`src/rtl/shwr_baseline_tracker_if.sv`:
```
// Sample/control inputs and baseline outputs of the shower baseline tracker.
// The master drives samples; the tracker is the slave.
interface shwr_baseline_tracker_if #(
  parameter int unsigned ADC_WIDTH  = 12,
  parameter int unsigned EXTRA_BITS = 3
);
  logic                            ENABLE40;
  logic [ADC_WIDTH-1:0]            ADC_IN;
  logic                            VETO;
  logic                            RESTART;
  logic [ADC_WIDTH+EXTRA_BITS-1:0] BASELINE;
  logic                            BASELINE_VALID;
  logic [15:0]                     DISCARD_COUNT;

  modport master (
    output ENABLE40, ADC_IN, VETO, RESTART,
    input  BASELINE, BASELINE_VALID, DISCARD_COUNT
  );

  modport slave (
    input  ENABLE40, ADC_IN, VETO, RESTART,
    output BASELINE, BASELINE_VALID, DISCARD_COUNT
  );
endinterface

```
`src/rtl/shwr_baseline_tracker.sv`:
```
// Quiet-sample baseline estimator: acquires a windowed mean, then follows it by one
// fractional LSB per clean window, backing off for a holdoff period after disturbances.
module shwr_baseline_tracker #(
  parameter int unsigned ADC_WIDTH   = 12,
  parameter int unsigned EXTRA_BITS  = 3,
  parameter int unsigned WIN_LOG2    = 5,
  parameter int unsigned QUIET_DELTA = 20,
  parameter int unsigned HOLDOFF     = 64
) (
  input  logic                   CLK,
  input  logic                   RST_N,
  shwr_baseline_tracker_if.slave bus
);

  localparam int unsigned AccW  = ADC_WIDTH + WIN_LOG2;
  localparam int unsigned BlW   = ADC_WIDTH + EXTRA_BITS;
  localparam int unsigned Shift = WIN_LOG2 - EXTRA_BITS;
  localparam int unsigned LimW  = ADC_WIDTH + 1;
  localparam int unsigned HoldW = (HOLDOFF > 1) ? $clog2(HOLDOFF) : 1;

  typedef enum logic [1:0] {StInit, StTrack, StHold} state_e;

  state_e               state_q, state_d;
  logic [AccW-1:0]      acc_q, acc_d;
  logic [WIN_LOG2-1:0]  cnt_q, cnt_d;
  logic [HoldW-1:0]     hold_q, hold_d;
  logic [BlW-1:0]       baseline_q, baseline_d;
  logic                 valid_q, valid_d;
  logic [15:0]          disc_q, disc_d;

  logic [AccW-1:0]      acc_sum;
  logic [BlW-1:0]       mean;
  logic [LimW-1:0]      quiet_lim;
  logic                 too_high;
  logic                 dirty;
  logic                 win_done;

  assign acc_sum   = acc_q + AccW'(bus.ADC_IN);
  assign mean      = acc_sum[AccW-1:Shift];
  assign win_done  = (cnt_q == '1);
  // One extra bit keeps int+delta from wrapping, which makes the clamp to full scale implicit.
  assign quiet_lim = {1'b0, baseline_q[BlW-1:EXTRA_BITS]} + LimW'(QUIET_DELTA);
  assign too_high  = ({1'b0, bus.ADC_IN} > quiet_lim);
  assign dirty     = bus.VETO || ((state_q == StTrack) && too_high);

  always_comb begin
    state_d    = state_q;
    acc_d      = acc_q;
    cnt_d      = cnt_q;
    hold_d     = hold_q;
    baseline_d = baseline_q;
    valid_d    = valid_q;
    disc_d     = disc_q;

    if (bus.RESTART) begin
      state_d = StInit;
      acc_d   = '0;
      cnt_d   = '0;
      hold_d  = '0;
      valid_d = 1'b0;
    end else if (bus.ENABLE40) begin
      case (state_q)
        StInit, StTrack: begin
          if (dirty) begin
            acc_d = '0;
            cnt_d = '0;
            if (disc_q != '1) disc_d = disc_q + 16'd1;
            if (state_q == StTrack) begin
              state_d = StHold;
              hold_d  = HoldW'(HOLDOFF - 1);
            end
          end else if (win_done) begin
            acc_d = '0;
            cnt_d = '0;
            if (state_q == StInit) begin
              baseline_d = mean;
              valid_d    = 1'b1;
              state_d    = StTrack;
            end else if ((mean > baseline_q) && (baseline_q != '1)) begin
              baseline_d = baseline_q + BlW'(1);
            end else if ((mean < baseline_q) && (baseline_q != '0)) begin
              baseline_d = baseline_q - BlW'(1);
            end
          end else begin
            acc_d = acc_sum;
            cnt_d = cnt_q + WIN_LOG2'(1);
          end
        end
        StHold: begin
          if (hold_q == '0) begin
            state_d = StTrack;
            acc_d   = '0;
            cnt_d   = '0;
          end else begin
            hold_d = hold_q - HoldW'(1);
          end
        end
        default: state_d = StInit;
      endcase
    end
  end

  always_ff @(posedge CLK or negedge RST_N) begin
    if (!RST_N) begin
      state_q    <= StInit;
      acc_q      <= '0;
      cnt_q      <= '0;
      hold_q     <= '0;
      baseline_q <= '0;
      valid_q    <= 1'b0;
      disc_q     <= '0;
    end else begin
      state_q    <= state_d;
      acc_q      <= acc_d;
      cnt_q      <= cnt_d;
      hold_q     <= hold_d;
      baseline_q <= baseline_d;
      valid_q    <= valid_d;
      disc_q     <= disc_d;
    end
  end

  assign bus.BASELINE       = baseline_q;
  assign bus.BASELINE_VALID = valid_q;
  assign bus.DISCARD_COUNT  = disc_q;

endmodule

```
`src/flat_wrapper.sv`:
```
// flat-port wrapper written by rule: the top's interface ports become plain ports
module shwr_baseline_tracker_flat 
#(
  parameter int unsigned ADC_WIDTH   = 12,
  parameter int unsigned EXTRA_BITS  = 3,
  parameter int unsigned WIN_LOG2    = 5,
  parameter int unsigned QUIET_DELTA = 20,
  parameter int unsigned HOLDOFF     = 64
)
  (CLK, RST_N, bus_ENABLE40, bus_ADC_IN, bus_VETO, bus_RESTART, bus_BASELINE, bus_BASELINE_VALID, bus_DISCARD_COUNT);
  shwr_baseline_tracker_if #(.ADC_WIDTH(ADC_WIDTH), .EXTRA_BITS(EXTRA_BITS)) bus_i ();
  input  logic CLK;
  input  logic RST_N;
  input wire logic [$bits(bus_i.ENABLE40)-1:0] bus_ENABLE40;
  input wire logic [$bits(bus_i.ADC_IN)-1:0] bus_ADC_IN;
  input wire logic [$bits(bus_i.VETO)-1:0] bus_VETO;
  input wire logic [$bits(bus_i.RESTART)-1:0] bus_RESTART;
  output wire logic [$bits(bus_i.BASELINE)-1:0] bus_BASELINE;
  output wire logic [$bits(bus_i.BASELINE_VALID)-1:0] bus_BASELINE_VALID;
  output wire logic [$bits(bus_i.DISCARD_COUNT)-1:0] bus_DISCARD_COUNT;
  assign bus_i.ENABLE40 = bus_ENABLE40;
  assign bus_i.ADC_IN = bus_ADC_IN;
  assign bus_i.VETO = bus_VETO;
  assign bus_i.RESTART = bus_RESTART;
  assign bus_BASELINE = bus_i.BASELINE;
  assign bus_BASELINE_VALID = bus_i.BASELINE_VALID;
  assign bus_DISCARD_COUNT = bus_i.DISCARD_COUNT;
  shwr_baseline_tracker #(.ADC_WIDTH(ADC_WIDTH), .EXTRA_BITS(EXTRA_BITS), .WIN_LOG2(WIN_LOG2), .QUIET_DELTA(QUIET_DELTA), .HOLDOFF(HOLDOFF)) u_core (.CLK(CLK), .RST_N(RST_N), .bus(bus_i));
endmodule
```
`config.mk`:
```
export PLATFORM = sky130hd
export DESIGN_NAME = shwr_baseline_tracker_flat
export DESIGN_NICKNAME = d
export VERILOG_FILES = /design/src/rtl/shwr_baseline_tracker_if.sv /design/src/rtl/shwr_baseline_tracker.sv /design/src/flat_wrapper.sv
export SDC_FILE = /design/constraint.sdc
export NUM_CORES = 1
export LEC_CHECK = 0
export BUFFER_PORTS_ARGS = -buffer_cell sky130_fd_sc_hd__clkbuf_2
export CORE_ASPECT_RATIO = 0.8
export CORE_MARGIN = 3
export CORE_UTILIZATION = 65
export DETAILED_ROUTE_END_ITERATION = 7
export GPL_TIMING_DRIVEN = 0
export PLACE_DENSITY = 0.95
export SETUP_SLACK_MARGIN = 0.4
export SLEW_MARGIN = 20
export SYNTH_ARGS = -nofsm -noshare
export SYNTH_HDL_FRONTEND = slang
export SYNTH_SLANG_ARGS = --single-unit
```
`constraint.sdc`:
```
create_clock -name CLK -period 7.9 [get_ports CLK]
set_clock_uncertainty 0.15 [all_clocks]
set_input_delay 0 -clock CLK [delete_from_list [all_inputs] [get_ports CLK]]
set_output_delay 0 -clock CLK [all_outputs]
set_load 0.01 [all_outputs]
```
# Word-level counts from Yosys, hierarchy flattened

Cells that the tools add are included.

Flip-flop bits (word level): 62
Bits in latches: 0
Memory bits (writable): 0
Memory bits (read-only): 0
Input bits: 17
Output and inout bits: 32
Word-level logic and storage cells: 87
Memories kept: 0

Add/subtract/negate cells: 7
$mul: 0
Div/mod/pow operators: 0
Order comparisons: 3
Equal/unequal tests: 13
Shift operators: 0
Muxes and demuxes: 35
Bitwise gates (word level): 2
Reductions and logical operators: 20

Operator list:

| operator                                            | number |
|---|---|
| two-way mux 17 bit                                  | 5 |
| two-way mux 15 bit                                  | 3 |
| case mux 17 bit (2 select lines)                    | 1 |
| two-way mux 6 bit                                   | 5 |
| two-way mux 5 bit                                   | 5 |
| AND reduction 5 bit                                 | 4 |
| adder 17 x 12 -> 17 bit                             | 1 |
| adder 16 x 1 -> 16 bit (second input constant)      | 1 |
| != test 16 bit (second input constant)              | 1 |
| adder 15 x 1 -> 15 bit (second input constant)      | 1 |
| > comparator 15 bit                                 | 1 |
| less-than comparator 15 bit                         | 1 |
| != test 15 bit (second input constant)              | 1 |
| nonzero test 15 bit                                 | 1 |
| subtractor 15 x 1 -> 15 bit (second input constant) | 1 |
| two-way mux 2 bit                                   | 7 |
| adder 12 x 5 -> 13 bit (second input constant)      | 1 |
| > comparator 12 x 13 -> 1 bit                       | 1 |
| case mux 6 bit (2 select lines)                     | 1 |
| case mux 5 bit (2 select lines)                     | 1 |
| != test 3 x 2 -> 1 bit (second input constant)      | 3 |
| != test 4 x 2 -> 1 bit (second input constant)      | 2 |
| nonzero test 2 bit                                  | 4 |
| zero test 6 bit                                     | 1 |
| 18 further kinds                                    | 27 |

# Longest topological paths before layout

Gate-level depths: netlist of run 1.

Depth after elaboration: 8
Mapped depth: 24
Gate-level depth less buffers: 24

# Least setup slack after synthesis of run 1

OpenSTA, ideal clock, no wires.

Path kind: reg2reg
From: reg u_core.acc_q[0]
To: reg u_core.baseline_q[14] (netlist: u_core.bus.BASELINE[14])
Setup time: 0.069 ns
Arrival time: 4.913 ns
Required time: 7.681 ns
Slack: 2.768 ns
Stages on the path, launching flop included: 25
Buffers on the path: 0
Period minus slack after synthesis: 5.132 ns
Cell sequence: dfrtp_1 -> ha_1 -> inv_1 -> fa_1 -> nor2b_1 -> o21a_1 -> o21ai_1 -> a21o_1 -> a211oi_1 -> xor2_1 -> ha_1 -> nand4_1 -> inv_1 -> a221oi_1 -> a21boi_2 -> inv_1 -> ha_1 -> nor2b_4 -> o31a_1 -> o211ai_2 -> a311oi_2 -> o21ai_2 -> a21oi_1 -> or4_1 -> nand3_1

Cells in the longest elaborated chain, start to end: 5
Elaborated cells on any way between the ends: 9
Classes of those cells: add/sub: 1; order compare: 2; mux: 2; reduce/logical: 4

RTL lines:

| element                                                                    | line                                                     | text |
|---|---|---|
| start: declaration                                                         | shwr_baseline_tracker.sv:24                              | `logic [AccW-1:0] acc_q, acc_d;` |
| start signal: assignment                                                   | shwr_baseline_tracker.sv:106                             | `acc_q <= '0;` |
| start signal: assignment                                                   | shwr_baseline_tracker.sv:114                             | `acc_q <= acc_d;` |
| adder 17 x 12 -> 17 bit *                                                  | shwr_baseline_tracker.sv:38                              | `assign acc_sum = acc_q + AccW'(bus.ADC_IN);` |
| less-than comparator 15 bit / > comparator 15 bit (equally long branches)  | shwr_baseline_tracker.sv:81, shwr_baseline_tracker.sv:79 |  |
| logical AND 1 bit (on tied branches)                                       | shwr_baseline_tracker.sv:81, shwr_baseline_tracker.sv:79 |  |
| nonzero test 3 bit (no line) / two-way mux 15 bit (equally long branches)  | n/a                                                      |  |
| AND reduction 6 bit (no line) / two-way mux 15 bit (equally long branches) | n/a                                                      |  |
| end signal: assignment                                                     | shwr_baseline_tracker.sv:117                             | `baseline_q <= baseline_d;` |
| end: declaration                                                           | shwr_baseline_tracker.sv:27                              | `logic [BlW-1:0] baseline_q, baseline_d;` |

Every way passes the cells marked *; elsewhere a longest branch is shown, timed or not.
A chain may end at the register's enable or synchronous reset.

# Worst setup path after layout of run 1

Same ends and word-level chain as after synthesis.

==> results.yml, run 1 <==
outcome:
  outcome: "finished, final reports clean"
sta:
  fmax_ghz: 0.158
  setup_viol: 0
  finalCriticalPeriod_ns: 6.35
  final.period_utilization_pct: 80.3
  worst_slew_pin_slew_ns: 0.969
  hold-worst-slack_ns: 0.00953
  timing.slew.headroom_pct: 35.2
  finalHoldViolations: 0
  slew_violations: 0
  tns_ns: 0
  rsz0062_at_grt: "no"
layout:
  n_antenna_cell: 0
  syn_to_final_growth_pct: 13.5
  nNetsFinal: 694
  drive_gt1_share_pct: 15.3
  final_cells: 723
clock_network:
  cts_tree: "built"
  clockBufferDepth: 2
  cts.clk_slew.worst_paths_ns: 0.09
  cts_resized: 0
  cts_htree_levels: 3
  cts.sinks: 62
  post_cts_buffers: 0
  root_buffer: "clkbuf_8"
  clk_latency_ns: 0.36
  cts_made_buffers: 9
floorplanning:
  io-pin-count: 49
  die_area_um2: 8690
  start_util_pct: 69.3
  core.rowCount: 27
  core_area_um2: 7130
  fp.dieW_um: 103
  die_h_um: 84.0
synthesis:
  ys_ff_latch: 62
  synthArstFlopShare_pct: 100
  syn_nets: 629
  synth_top_family_by_area: "compound AO/OA/AOI/OAI gates"
  synth_mux_area_share_pct: 0.861
  synth_common_cells: "dfrtp_1 (62), ha_1 (58), a21oi_1 (52)"
  synth.distinct_cells: 69
  synth.most_common_cell: "dfrtp_1"
  yosys.area.top_type_share_pct: 31.4
  yosys_warnings: 0
  synth_compound_area_share_pct: 20.6
  yosys.area_share.simple_pct: 19.2
  synth.avg_cell_area_um2: 8.95
  synthXorXnorAreaFrac_pct: 8.33
  yosysSeqAreaShare_pct: 31.4
  syn_area_um2: 4940
  yosys-top-cells-area: "dfrtp_1 (31%), ha_1 (15%), xnor2_1 (5.3%), a21oi_1 (5.3%), nor2_1 (3.9%)"
  synth_cells: 552
  yosys.area.top_type: "dfrtp_1"
  synthFlopType: "dfrtp_1"
  synth_edf_count: 0
  synthAdderAreaFrac_pct: 15.5
placement:
  place.gp.congestion: 0.929
  dp_hpwl_mm: 10.3
  placedCellCount: 702
  port_buffers: 48
critical_path:
  cp-start-kind: "flop"
  crit_fanout: 15
  path_cells: "ha_1 > inv_1 > fa_1 > nor2b_1 > o21a_1 > o21ai_1 > a21o_1 > a21oi_1 > xor2_1 > ha_1 > nand2_1 > o21ai_0 > a221oi_1 > a21boi_2 > inv_1 > ha_1 > nor2b_4 > o31a_1 > o211ai_2 > a311oi_2 > o21ai_2 > a21oi_1 > or4_1 > nand3_1"
  cp.required_ns: 8.04
  critPathSlowestCell: "a221oi_1"
  cpMostUsedCell: "ha_1"
  end_kind: "flop"
  crit_type: "flop to flop"
  cp_data_arrival_time_ns: 6.48
  slowest_delay_ns: 0.54
grt:
  grt_overflow: 0
  grt_pass1_wl_mm: 22.9
  grt_antenna_before_repair: 0
  grt_pass1_vias: 4719
  grt_max_degree: 44
  grt_use_total_pct: 33.2
drt:
  drc: 0
  initialDrtViolationCount: 668
  vias: 4828
  routed_wl_mm: 14.2
  wl_per_cell_um: 19.6
  routed_via_density: 6.68
  first_pass_iters: 5
  drtAntennaViolNets: 0
power_and_ir_drop:
  finalPower_mw: 0.911
  p_leak_nw: 2.69
  max-vdd-ir-drop_mv: 0.100
  p_per_area_nw_per_um2: 162
job:
  max_cap_viol_count: 0
hold_path:
  hp-class: "input port to async pin"
metal layers:
metal / global-route usage (%) / vias up / share of wire (%)
li1: - / 2142 / -
met1: 44.3 / 2276 / 40
met3: 7.52 / 68 / 10
met5: 0 / - / 0
met2: 51.9 / 342 / 46
met4: 12.8 / 0 / 3.9
cell families after synthesis:
| group | count (synthesis) |
|---|---|
| XOR/XNOR | 47 |
| AO/OA/AOI/OAI | 149 |
| buffers and inverters | 51 |
| multiplexers | 4 |
| adder cells (fa/ha/maj) | 60 |
| AND/OR/NAND/NOR | 179 |
| flip-flops | 62 |
report_power, final:
group          internal [mW]  leakage, nW  switching, mW
Sequential             0.335        0.822         0.0220
Clock                  0.182        0.112          0.149
Combinational         0.0840         1.76          0.138
Total                  0.601         2.69          0.309
repair_timing:
action,CTS,global route
endpoints found under the hold margin,70,0
endpoints found under the setup margin,0,0
hold buffers,5,0
worst max-delay path, delay by kind of cell, from the launching register on:
| kind | cells | cell delay, ns |
|---|---|---|
| AOI/OAI and AO/OA | 12 | 2.67 |
| adders and majority gates | 4 | 1.28 |
| and+or+nand+nor | 5 | 1.00 |
| buffers and inverters | 2 | 0.49 |
| DFF | 1 | 0.37 |
| xor gates and xnor gates | 1 | 0.32 |
cell type report:
class	instances	area [µm²]
multi-input cells	439	3180
flip-flops and latches	62	1550
fillers	449	1520
repair buffers	54	313
inverters	35	131
well taps	101	126
clock buffers	9	124
clock inverters	7	105
plain buffers	16	75.1
final timing paths:
check	cells after the start	startpoint	slack (ns)	endpoint
worst max-delay path	24	u_core.acc_q[0]	1.55	u_core.bus.BASELINE[14]
worst min-delay path	3	RST_N	0.01	u_core.acc_q[3]
worst max register to register	24	u_core.acc_q[0]	1.55	u_core.bus.BASELINE[14]
worst min register to register	1	u_core.bus.DISCARD_COUNT[11]	0.35	u_core.bus.DISCARD_COUNT[11]
max in group asynchronous	3	RST_N	6.22	u_core.acc_q[10]
min in group CLK	4	bus_VETO	0.04	u_core.acc_q[2]
cells in the final DEF (no fill, tap or decap), types with 4 or more instances in the layout:
master         count
dfrtp_1           62
ha_1              58
a21oi_1           52
nor2_1            51
clkbuf_2          47
inv_1             35
nand2_1           31
xnor2_1           30
xor2_1            17
a22o_1            16
nand3_1           15
nor3_1            13
o21ai_1           13
o21a_1            10
and3_1            10
o21ai_0            9
clkbuf_8           9
a211oi_1           8
nand4_1            8
nor4_1             8
clkbuf_1           7
buf_2              6
a21o_1             6
nor2b_1            6
nand2b_1           6
nor3_2             5
a311oi_1           5
a31oi_1            5
or3_1              5
dlygate4sd3_1      5
and2_1             4
state kept, by name, indices dropped and copies added (netlist names):
signal                     cells
u_core.bus.BASELINE_VALID      1
u_core.hold_q                  6
u_core.state_q                 2
u_core.cnt_q                   5
u_core.bus.BASELINE           15
u_core.acc_q                  17
u_core.bus.DISCARD_COUNT      16
stage by stage:
step	setup WS [ns]	cell area [µm²]	util [%]
2_1_floorplan	2.77	4940	-
3_3_place_gp	2.03	5310	74.5
3_5_place_dp	1.78	5330	74.8
4_1_cts	1.67	5610	78.7
5_1_grt	1.20	5610	78.7
6_report	1.55	5610	78.7
No activity file was read; power rests on OpenSTA's default activity.
==> inputs of run 2 (changes only) <==
Settings changed: CORE_UTILIZATION 65 to 60, PLACE_DENSITY 0.95 to 0.9.
Clock period 7.9 ns to 6.57 ns, I/O delays scaled along.
==> results.yml, run 2 (synthesis gave the netlist of run 1 again) <==
floorplanning:
  core.rowCount: 28
  core_area_um2: 7710
  start_util_pct: 64.1
  io-pin-count: 49
  fp.dieW_um: 107
  die_h_um: 87.2
  die_area_um2: 9370
grt:
  grt_pass1_wl_mm: 22.7
  grt_pass1_vias: 4540
  grt_antenna_before_repair: 0
  grt_use_total_pct: 30.6
  grt_overflow: 0
  grt_max_degree: 46
drt:
  initialDrtViolationCount: 407
  vias: 4692
  drtAntennaViolNets: 0
  first_pass_iters: 5
  routed_wl_mm: 13.8
  routed_via_density: 6.37
  drc: 0
  wl_per_cell_um: 18.7
critical_path:
  r2r_end: "u_core.bus.BASELINE[14]"
  cp-start-kind: "flop"
  cp.required_ns: 6.71
  reg2reg_from: "u_core.acc_q[0]"
  crit_type: "flop to flop"
  critPathSlowestCell: "or4_1"
  crit_end: "u_core.bus.BASELINE[14]"
  cpMostUsedCell: "ha_1"
  cp-startpoint: "u_core.acc_q[0]"
  ff2ff_path_depth: 24
  critPathTopFamily: "compound AO/OA/AOI/OAI gates"
  crit_fanout: 8
  cp_data_arrival_time_ns: 6.11
  cp.depth: 24
  path_cells: "ha_1 > inv_1 > fa_2 > nor2b_1 > o21a_1 > o21ai_1 > a21o_1 > a211oi_2 > xor2_1 > ha_1 > nand4_1 > nor3_4 > o221ai_2 > a21boi_2 > clkinvlp_4 > buf_4 > ha_1 > or3_1 > o211ai_2 > a311oi_2 > o21ai_2 > a21oi_1 > or4_1 > nand3_1"
  slowest_delay_ns: 0.48
  crit_buf_inv: 3
  r2r_slack_ns: 0.60
  end_kind: "flop"
job:
  max_cap_viol_count: 0
clock_network:
  cts_made_buffers: 9
  cts.clk_slew.worst_paths_ns: 0.09
  cts.sinks: 62
  cts_tree: "built"
  cts_htree_levels: 3
  root_buffer: "clkbuf_8"
  clockBufferDepth: 2
  clk_latency_ns: 0.37
layout:
  nNetsFinal: 704
  n_antenna_cell: 0
  final_common_cell: "dfrtp_1"
  largest_register: "u_core.acc_q"
  final_cell_mix: "dfrtp_1 (62), ha_1 (58), a21oi_1 (52)"
  largest_register_ffs: 17
  final_cells: 737
  register_area_um2: 1550
  fin_area_um2: 5740
  fillers: 547
  syn_to_final_growth_pct: 16.1
  multi_input_area_um2: 3220
  drive_gt1_share_pct: 17.6
power_and_ir_drop:
  clockPowerShare_pct: 36.5
  p_per_area_nw_per_um2: 191
  max-vdd-ir-drop_mv: 0.133
  seqPwrFrac_pct: 39.0
  p_leak_nw: 2.76
  combPwrFrac_pct: 24.4
  p_sw_mw: 0.369
  finalPower_mw: 1.09
  internal_power_mw: 0.725
  switching_share_pct: 33.7
placement:
  placedCellCount: 706
  place.gp.congestion: 0.902
  dp_hpwl_mm: 10.1
  dpl_cell_area_um2: 5340
  port_buffers: 48
sta:
  final.period_utilization_pct: 90.8
  rsz0062_at_grt: "no"
  finalHoldViolations: 0
  tns_ns: 0
  timing.slew.headroom_pct: 48.4
  worst_slew_pin_slew_ns: 0.771
  setup_viol: 0
  fmax_ghz: 0.168
  hold-worst-slack_ns: 0.0210
  slew_violations: 0
  finalCriticalPeriod_ns: 5.97
outcome:
  outcome: "finished, final reports clean"
hold_path:
  hp-class: "input port to async pin"
run 2: metal layers:
layer / up-vias / part of all wire, % / GRT usage (%) / wire length (µm)
met5: - / 0 / 0 / 0
met4: 0 / 3.1 / 13.3 / 433
met3: 43 / 7.8 / 4.89 / 1080
met2: 228 / 46 / 48.4 / 6340
met1: 2264 / 43 / 42.1 / 5950
li1: 2157 / - / - / -
run 2: area by class of cell:
class	count	share of cell area, %
clock inverter	7	1.79
buffer	16	1.31
inverter	35	2.36
timing repair buffer	64	6.93
multi-input combinational	439	56.1
tap	105	2.29
sequential	62	27.0
clock buffer	9	2.16
run 2: tightest hold or removal path: cells and delay by family:
| family | cells | cell delay, ns |
|---|---|---|
| buffers and inverters | 3 | 0.91 |
run 2: worst min-delay path by stage:
stage	endpoint	depth (start not counted)	slack [ns]
after detailed placement	u_core.acc_q[3]	1	-0.23
after global routing	u_core.bus.BASELINE[1]	3	0.05
after CTS	u_core.bus.BASELINE[1]	3	0.03
final	u_core.bus.BASELINE[2]	3	0.02
after floorplan	u_core.acc_q[0]	0	-0.45
after global placement	u_core.state_q[0]	2	0.16
run 2: per-stage QoR:
stage          setup WS (ns)  util (%)
5_1_grt                0.327      74.4
2_1_floorplan           1.44         -
4_1_cts                0.543      73.4
3_5_place_dp           0.358      69.3
3_3_place_gp           0.684      68.9
6_report               0.602      74.4
run 2: power groups by stage:
stage / Combinational, mW / Sequential, mW / Clock (mW)
after floorplan: 0.163 / 0.433 / 0
after global placement: 0.230 / 0.431 / 0
after detailed placement: 0.247 / 0.432 / 0
after CTS: 0.257 / 0.426 / 0.403
after global routing: 0.292 / 0.430 / 0.415
final: 0.267 / 0.427 / 0.400
run 2: repair_timing:
item,CTS,global route
pin swaps,0,8
hold buffers,6,0
setup buffers,3,6
cloned,0,0
setup endpoints to repair,1,4
gates resized for setup,1,8
endpoints found under the hold margin,72,0
==> inputs of run 3 (changes only) <==
Settings changed: BUFFER_PORTS_ARGS -buffer_cell sky130_fd_sc_hd__clkbuf_2 to -buffer_cell sky130_fd_sc_hd__buf_2.
==> results.yml, run 3 (synthesis gave the netlist of run 1 again) <==
critical_path:
  cp-start-kind: "flop"
  reg2reg_from: "u_core.acc_q[3]"
  end_kind: "flop"
  crit_fanout: 7
  cp.required_ns: 6.71
  cp_data_arrival_time_ns: 6.07
  crit_type: "flop to flop"
  cp-startpoint: "u_core.acc_q[3]"
layout:
  final_cell_mix: "dfrtp_1 (62), ha_1 (58), buf_2 (53)"
  final_common_cell: "dfrtp_1"
  largest_register_ffs: 17
  drive_gt1_share_pct: 17.7
  largest_register: "u_core.acc_q"
  n_antenna_cell: 0
  nNetsFinal: 700
  post-route-util_pct: 74.2
  syn_to_final_growth_pct: 15.7
floorplanning:
  core_area_um2: 7710
  io-pin-count: 49
  fp.dieW_um: 107
  start_util_pct: 64.1
  core.rowCount: 28
  die_area_um2: 9370
  die_h_um: 87.2
drt:
  drtAntennaViolNets: 0
  drc: 0
  routed_wl_mm: 14.1
  wl_per_cell_um: 19.2
  initialDrtViolationCount: 537
  vias: 4815
  routed_via_density: 6.57
  first_pass_iters: 5
sta:
  rsz0062_at_grt: "no"
  fmax_ghz: 0.169
  slew_violations: 0
  tns_ns: 0
  final.period_utilization_pct: 90.3
  finalHoldViolations: 0
  timing.slew.headroom_pct: 46.3
  finalCriticalPeriod_ns: 5.93
  setup_viol: 0
  worst_slew_pin_slew_ns: 0.806
  hold-worst-slack_ns: 0.0211
outcome:
  outcome: "finished, final reports clean"
clock_network:
  cts_tree: "built"
  cts.clk_slew.worst_paths_ns: 0.08
  cts_made_buffers: 9
  clk_latency_ns: 0.36
  clockBufferDepth: 2
  root_buffer: "clkbuf_8"
  cts_htree_levels: 3
  cts.sinks: 62
grt:
  grt_use_total_pct: 30.6
  grt_max_degree: 63
  grt_pass1_wl_mm: 22.6
  grt_pass1_vias: 4628
  grt_overflow: 0
  grt_antenna_before_repair: 0
hold_path:
  hp-class: "input port to flop"
  min_from: "bus_VETO"
placement:
  place.gp.congestion: 0.905
  dp_hpwl_mm: 10.0
  port_buffers: 48
power_and_ir_drop:
  p_per_area_nw_per_um2: 197
  p_leak_nw: 2.75
  max-vdd-ir-drop_mv: 0.120
job:
  max_cap_viol_count: 0
==> run 3: path summary, 6_finish.rpt <==
kind | slack [ns] | end | depth (start not counted)
worst min-delay path | 0.02 | u_core.acc_q[2] | 4
max in group asynchronous | 5.61 | u_core.hold_q[3] | 2
worst max register to register | 0.64 | u_core.bus.BASELINE[14] | 22
worst min register to register | 0.33 | u_core.bus.DISCARD_COUNT[7] | 1
worst max-delay path | 0.64 | u_core.bus.BASELINE[14] | 22
min in group asynchronous | 0.13 | u_core.bus.BASELINE[1] | 2
==> run 3: critical path: stages, from the launching register on <==
cell and delay [ns]:
dfrtp_1 0.40, ha_1 0.34, and3_1 0.20, a221o_1 0.39, nor2b_2 0.21, o21ai_1 0.17, a41o_1 0.32, xor2_1 0.18
ha_1 0.31, nand4_1 0.17, nor3_2 0.27, o221ai_2 0.18, a21boi_2 0.31, clkinvlp_4 0.22, buf_4 0.21, ha_1 0.23
or3_1 0.40, o211ai_2 0.25, a311oi_2 0.15, o21ai_2 0.15, a21oi_1 0.09, or4_1 0.48, nand3_1 0.09
==> run 3: what timing repair did <==
item,CTS,global route
hold endpoints to repair,71,0
gates resized for setup,1,9
setup endpoints to repair,1,5
setup buffers,3,5
hold buffers,4,0
pin swaps,0,7
==> run 3: final cells by class <==
type	instances	area, µm²
clock buffer	9	124
clock inverter	7	125
timing repair buffer	60	343
buffer	16	75.1
sequential	62	1550
inverter	35	135
tap	105	131
fill	504	1990
multi-input combinational	439	3230
==> run 3: power by group <==
group | switching, mW | internal, mW | leakage, nW
registers | 0.0231 | 0.403 | 0.822
logic | 0.167 | 0.101 | 1.80
clock network | 0.175 | 0.257 | 0.125
total | 0.365 | 0.761 | 2.75
==> run 3: metal layers <==
metal / GRT usage, % / share of wire, % / vias to the layer above
li1: - / - / 2165
met1: 41.4 / 41 / 2274
met2: 50.1 / 46 / 309
met3: 4.45 / 9.6 / 67
met4: 11.5 / 3.3 / 0
met5: 0 / 0 / -
==> run 3: per-stage QoR <==
| stage | power, mW | instance area (µm²) | worst slack [ns] | cells |
|---|---|---|---|---|
| 2_1_floorplan | 0.597 | 4940 | 1.44 | 552 |
| 6_report | 1.13 | 5720 | 0.640 | 733 |
| 4_1_cts | 1.12 | 5630 | 0.605 | 728 |
| 5_1_grt | 1.17 | 5720 | 0.329 | 733 |
| 3_3_place_gp | 0.661 | 5310 | 0.686 | 705 |
| 3_5_place_dp | 0.681 | 5320 | 0.371 | 705 |
